===== src/rtl/systolic_n_body_2x2_scheduler.sv =====
// systolic_n_body_2x2_scheduler
// Control sequencer for the 2x2 n-body systolic array and its Verlet
// integration stage. For each timestep it walks every (I,J) block pair,
// issues two feed beats per block, waits out the array latency, captures
// the array output, and fires integration once per completed block row.
//
// Optional feature macro: STALL_CNT_EN adds a 32-bit saturating count of
// FEED cycles spent stalled (output stall_cycles).
//
// Handshake: feed_valid is the only combinational output. It is high in
// FEED whenever stall is low, and a beat counts as accepted exactly in
// that cycle. While stall is high the beat counter and the addresses hold.
// Every other output is decoded from registered state and counters.
module systolic_n_body_2x2_scheduler #(
  parameter int MAX_BODIES = 64,
  parameter int IDX_W      = 6,
  parameter int ARRAY_LAT  = 2,
  parameter int STEP_W     = 16
) (
  input  logic                clk,
  input  logic                reset,
  input  logic                start,
  input  logic [IDX_W:0]      n_bodies,
  input  logic [STEP_W-1:0]   n_steps,
  input  logic                stall,
  output logic                busy,
  output logic                done,
  output logic                err,
  output logic [IDX_W-1:0]    rd_addr_i,
  output logic [IDX_W-1:0]    rd_addr_j,
  output logic                feed_valid,
  output logic                feed_diag,
  output logic                acc_clear,
  output logic                acc_capture,
  output logic                integ_valid,
  output logic [IDX_W-2:0]    integ_addr,
  output logic [STEP_W-1:0]   step_count,
`ifdef STALL_CNT_EN
  output logic [31:0]         stall_cycles,
`endif
  output logic [2:0]          dbg_state
);

  localparam int HI_W  = IDX_W - 1;
  localparam int NB_W  = IDX_W + 1;
  localparam int LAT_W = (ARRAY_LAT < 2) ? 1 : $clog2(ARRAY_LAT + 1);

  typedef enum logic [2:0] {
    S_IDLE  = 3'd0,
    S_CLEAR = 3'd1,
    S_FEED  = 3'd2,
    S_WAIT  = 3'd3,
    S_CAPT  = 3'd4,
    S_INTEG = 3'd5,
    S_DONE  = 3'd6
  } state_t;

  state_t              state, state_nxt;
  logic [HI_W-1:0]     blk_i;
  logic [HI_W-1:0]     blk_j;
  logic [HI_W-1:0]     nb_m1;
  logic                beat;
  logic [LAT_W-1:0]    wait_cnt;
  logic [STEP_W-1:0]   n_steps_q;
  logic [IDX_W-1:0]    nb_half;
  logic                start_legal;
  logic                last_i;
  logic                last_j;
  logic                last_step;

  assign nb_half     = n_bodies[IDX_W:1];
  assign start_legal = ~n_bodies[0]
                     && (n_bodies >= NB_W'(2))
                     && (n_bodies <= NB_W'(MAX_BODIES))
                     && (n_steps != '0);
  assign last_i      = (blk_i == nb_m1);
  assign last_j      = (blk_j == nb_m1);
  assign last_step   = ((step_count + STEP_W'(1)) == n_steps_q);
  assign dbg_state   = state;

  // State register
  always_ff @(posedge clk or negedge reset) begin
    if (!reset) state <= S_IDLE;
    else        state <= state_nxt;
  end

  // Next-state and output decode
  always_comb begin
    state_nxt   = state;
    busy        = (state != S_IDLE);
    done        = 1'b0;
    feed_valid  = 1'b0;
    feed_diag   = 1'b0;
    rd_addr_i   = '0;
    rd_addr_j   = '0;
    acc_clear   = 1'b0;
    acc_capture = 1'b0;
    integ_valid = 1'b0;
    integ_addr  = '0;
    case (state)
      S_IDLE: begin
        if (start && start_legal) state_nxt = S_CLEAR;
      end
      S_CLEAR: begin
        acc_clear = 1'b1;
        state_nxt = S_FEED;
      end
      S_FEED: begin
        feed_valid = ~stall;
        feed_diag  = (blk_i == blk_j);
        rd_addr_i  = {blk_i, beat};
        rd_addr_j  = {blk_j, beat};
        if (!stall && beat) state_nxt = S_WAIT;
      end
      S_WAIT: begin
        if (wait_cnt == LAT_W'(ARRAY_LAT - 1)) state_nxt = S_CAPT;
      end
      S_CAPT: begin
        acc_capture = 1'b1;
        state_nxt   = last_j ? S_INTEG : S_FEED;
      end
      S_INTEG: begin
        integ_valid = 1'b1;
        integ_addr  = blk_i;
        if (!last_i)        state_nxt = S_CLEAR;
        else if (last_step) state_nxt = S_DONE;
        else                state_nxt = S_CLEAR;
      end
      S_DONE: begin
        done      = 1'b1;
        state_nxt = S_IDLE;
      end
      default: state_nxt = S_IDLE;
    endcase
  end

  // Block indices, beat/latency counters, run configuration and error flag
  always_ff @(posedge clk or negedge reset) begin
    if (!reset) begin
      blk_i      <= '0;
      blk_j      <= '0;
      nb_m1      <= '0;
      beat       <= 1'b0;
      wait_cnt   <= '0;
      n_steps_q  <= '0;
      step_count <= '0;
      err        <= 1'b0;
    end else begin
      case (state)
        S_IDLE: begin
          if (start) begin
            if (start_legal) begin
              err        <= 1'b0;
              step_count <= '0;
              blk_i      <= '0;
              blk_j      <= '0;
              beat       <= 1'b0;
              nb_m1      <= HI_W'(nb_half - IDX_W'(1));
              n_steps_q  <= n_steps;
            end else begin
              err <= 1'b1;
            end
          end
        end
        S_CLEAR: begin
          blk_j <= '0;
          beat  <= 1'b0;
        end
        S_FEED: begin
          wait_cnt <= '0;
          if (!stall) beat <= ~beat;
        end
        S_WAIT: begin
          wait_cnt <= wait_cnt + LAT_W'(1);
        end
        S_CAPT: begin
          if (!last_j) blk_j <= blk_j + HI_W'(1);
        end
        S_INTEG: begin
          if (!last_i) begin
            blk_i <= blk_i + HI_W'(1);
          end else begin
            blk_i      <= '0;
            step_count <= step_count + STEP_W'(1);
          end
        end
        default: ;
      endcase
    end
  end

`ifdef STALL_CNT_EN
  // Saturating count of stalled FEED cycles; restarts on each accepted start
  always_ff @(posedge clk or negedge reset) begin
    if (!reset) begin
      stall_cycles <= '0;
    end else if (state == S_IDLE) begin
      if (start && start_legal) stall_cycles <= '0;
    end else if (state == S_FEED && stall && (stall_cycles != '1)) begin
      stall_cycles <= stall_cycles + 32'd1;
    end
  end
`endif

endmodule


===== config.mk =====
export PLATFORM = sky130hd
export DESIGN_NAME = systolic_n_body_2x2_scheduler
export DESIGN_NICKNAME = d
export VERILOG_FILES = /design/src/rtl/systolic_n_body_2x2_scheduler.sv
export SDC_FILE = /design/constraint.sdc
export NUM_CORES = 1
export LEC_CHECK = 0
export BUFFER_PORTS_ARGS = -buffer_cell sky130_fd_sc_hd__buf_2
export CAP_MARGIN = 20
export CORE_MARGIN = 5
export CORE_UTILIZATION = 56
export DETAILED_ROUTE_END_ITERATION = 7
export GPL_ROUTABILITY_DRIVEN = 0
export PLACE_DENSITY = 0.84
export SKIP_CTS_REPAIR_TIMING = 1
export SLEW_MARGIN = 10
export SYNTH_ARGS = -nofsm -noshare
export SYNTH_HDL_FRONTEND = slang
export SYNTH_SLANG_ARGS = --single-unit

===== constraint.sdc =====
create_clock -name clk -period 2.91 [get_ports clk]
set_input_delay 0.1455 -clock clk [delete_from_list [all_inputs] [get_ports clk]]
set_output_delay 0.1455 -clock clk [all_outputs]
set_load 0.05 [all_outputs]

==> results.ini <==
[run_status]
outcome = finished, final reports clean

[sta]
hold_viol_final = 0
slew_headroom = 0.651
fin_setup_tns_ns = 0
clock_skew_ns = 0.00797
setup_ws_ns = 0.288
finalCriticalPeriod_ns = 2.62
fmax_mhz = 381
fin_crit_sh = 0.901
rsz0062_at_grt = no
worst_pin_slew_ns = 0.520
maxSlewViolCount = 0
finalSetupViolCount = 0

[routing]
final_antenna_net_count = 0
vias_per_cell = 6.06
drcViolationCount = 0
dr.first_iter.drc_count = 211
wirelength_um = 8540
route.vias.total = 3205
detail_route.wl_per_cell_um = 16.1
first_pass_iters = 7

[synth]
synth.distinct_cells = 53
netlist_instances = 394
ys_warn_count = 0
synth-edff-count = 0
async_flop_share = 1.00
synth_nets = 428
ys_seq_area_frac = 0.381
syn_area_um2 = 3540
ys_seq_elements = 54
ys.flop_type = dfrtp_1
syn_avg_cell_area_um2 = 9.00

[cts]
cts_sinks = 54
cts_buffers = 5
clockRootBuffer = clkbuf_8
clkTransAtPathRegs_ns = 0.10
cts_max_level = 2
clkLatencyLatePin_ns = 0.31
clockBufferDepth = 2
cts_tree = built

[worst_setup_path]
required_ns = 3.11
crit_arrival_ns = 2.82
worstPathMaxFanout = 7
worstSetupPathType = flop to flop
cp-end-kind = flop
start_kind = flop

[grt]
antenna_found_initial = 0
grt_pass1_wl_um = 13700
grt_max_degree = 38
grtUsageTotal = 0.215
overflow = 0
grt_pass1_vias = 2822

[floorplanning]
dieHeight_um = 89.6
die_w_um = 89.6
dieArea_um2 = 8020
initial_utilization = 0.568
io_pins = 71
core_um2 = 6240
rows = 29

[place]
dp_hpwl_um = 6330
io_buffers = 70
dp_slack_ns = 0.383

[finish]
nNetsFinal = 485
layout_commonest_cell = buf_2
drive_gt1_frac = 0.246
antennaDiodeCount = 0
final_cell_mix = buf_2 (70), dfrtp_1 (54), o21ai_0 (33)
area_delta_synth_final_pct = 13.6

[job]
cap_violations = 0

[power]
power_density_nw_per_um2 = 1120
p_leak_nw = 1.85
ir_drop_mv = 0.605

[hold_path]
hold_class = input pin to flop

==> synthesized netlist by cell type (3+ instances only) <==
| cell | count | area share |
|---|---|---|
| nand3_1 | 25 | 0.035 |
| ha_1 | 7 | 0.025 |
| o31ai_1 | 8 | 0.017 |
| dfrtp_1 | 54 | 0.38 |
| xor2_1 | 19 | 0.047 |
| and3_1 | 4 | 0.0071 |
| nand4_1 | 4 | 0.0071 |
| nor3_1 | 12 | 0.017 |
| a31oi_1 | 4 | 0.0071 |
| xnor2_1 | 20 | 0.049 |
| or3_1 | 4 | 0.0071 |
| inv_1 | 12 | 0.013 |
| nor2_1 | 28 | 0.030 |
| and2_1 | 18 | 0.032 |
| a21oi_1 | 8 | 0.011 |
| o41ai_1 | 5 | 0.012 |
| o21ai_0 | 33 | 0.047 |
| mux2_2 | 16 | 0.051 |
| nand3_2 | 3 | 0.0085 |
| o21ai_1 | 9 | 0.013 |
| mux2i_1 | 3 | 0.0085 |
| nand2b_1 | 8 | 0.014 |
| clkbuf_1 | 17 | 0.018 |
| nor2b_1 | 3 | 0.0053 |
| nand2_1 | 25 | 0.026 |
| nor4_1 | 7 | 0.012 |
| buf_2 | 6 | 0.0085 |
==> cell families (layout without fill, tap and decap cells) <==
group | Yosys count | count (layout) | share of synthesized area
fa+ha+maj | 7 | 7 | 0.0247
compound gates | 84 | 84 | 0.156
flops | 54 | 54 | 0.381
buf+inv | 39 | 97 | 0.0498
mux | 19 | 19 | 0.0593
xor+xnor | 40 | 40 | 0.103
simple gates | 151 | 151 | 0.226
==> layer usage <==
metal  vias up  routed length, um  global-route usage
met5         -                  0                   0
met4         0                106              0.0501
met3        15                696              0.0387
met2       156               4100               0.338
met1      1517               3640               0.309
li1       1517                  -                   -
==> sequential cells by signal, summed over array words and instances, names as in the netlist <==
register    count
wait_cnt        2
dbg_state       3
blk_i           5
nb_m1           5
n_steps_q      16
beat            1
blk_j           5
step_count     16
err             1
==> metrics by stage <==
step	hold slack, ns	util	instance area [um2]	total power [W]	std cells
global placement	0.0937	0.626	3910	0.00388	520
floorplan	-0.150	-	3540	0.00343	394
global route	0.0729	0.645	4030	0.00477	529
detailed placement	0.0991	0.626	3910	0.00397	520
finish	0.0743	0.645	4030	0.00450	529
CTS	-0.231	0.644	4020	0.00449	528
==> power by group <==
part           leakage [nW]  internal, W  total, W  switching [W]
Sequential            0.685      0.00106   0.00158       0.000513
Clock                0.0585     0.000258  0.000512       0.000254
Combinational          1.11     0.000887   0.00241        0.00152
==> final cells by class <==
class	instances	area, um2
inverters	12	45.0
multi-input cells	301	2020
clock inverters	3	43.8
flip-flops and latches	54	1350
well taps	77	96.3
repair buffers	77	405
clock buffers	5	68.8
fillers	526	2210
==> path summary, 6_finish.rpt <==
check	start	endpoint	slack, ns	cells after the start
min	n_bodies[1]	nb_m1[0]$_DFFE_PN0P_	0.07	2
min reg2reg	wait_cnt[0]$_DFFE_PN0P_	wait_cnt[0]$_DFFE_PN0P_	0.51	1
max	step_count[0]$_DFFE_PN0P_	dbg_state[0]$_DFFE_PN0P_	0.29	6
max in group asynchronous	reset	n_steps_q[7]$_DFFE_PN0P_	1.81	3
max reg2reg	step_count[0]$_DFFE_PN0P_	dbg_state[0]$_DFFE_PN0P_	0.29	6
min in group asynchronous	reset	wait_cnt[0]$_DFFE_PN0P_	0.29	2
==> critical path, cell delays in order, from the launching register on <==
cell,delay (ns)
dfrtp_1,0.49
ha_1,0.38
and3_4,0.27
nand3_2,0.10
or3_1,0.38
a2111o_1,0.46
o41a_1,0.42
(Power assumes the default switching activity.)
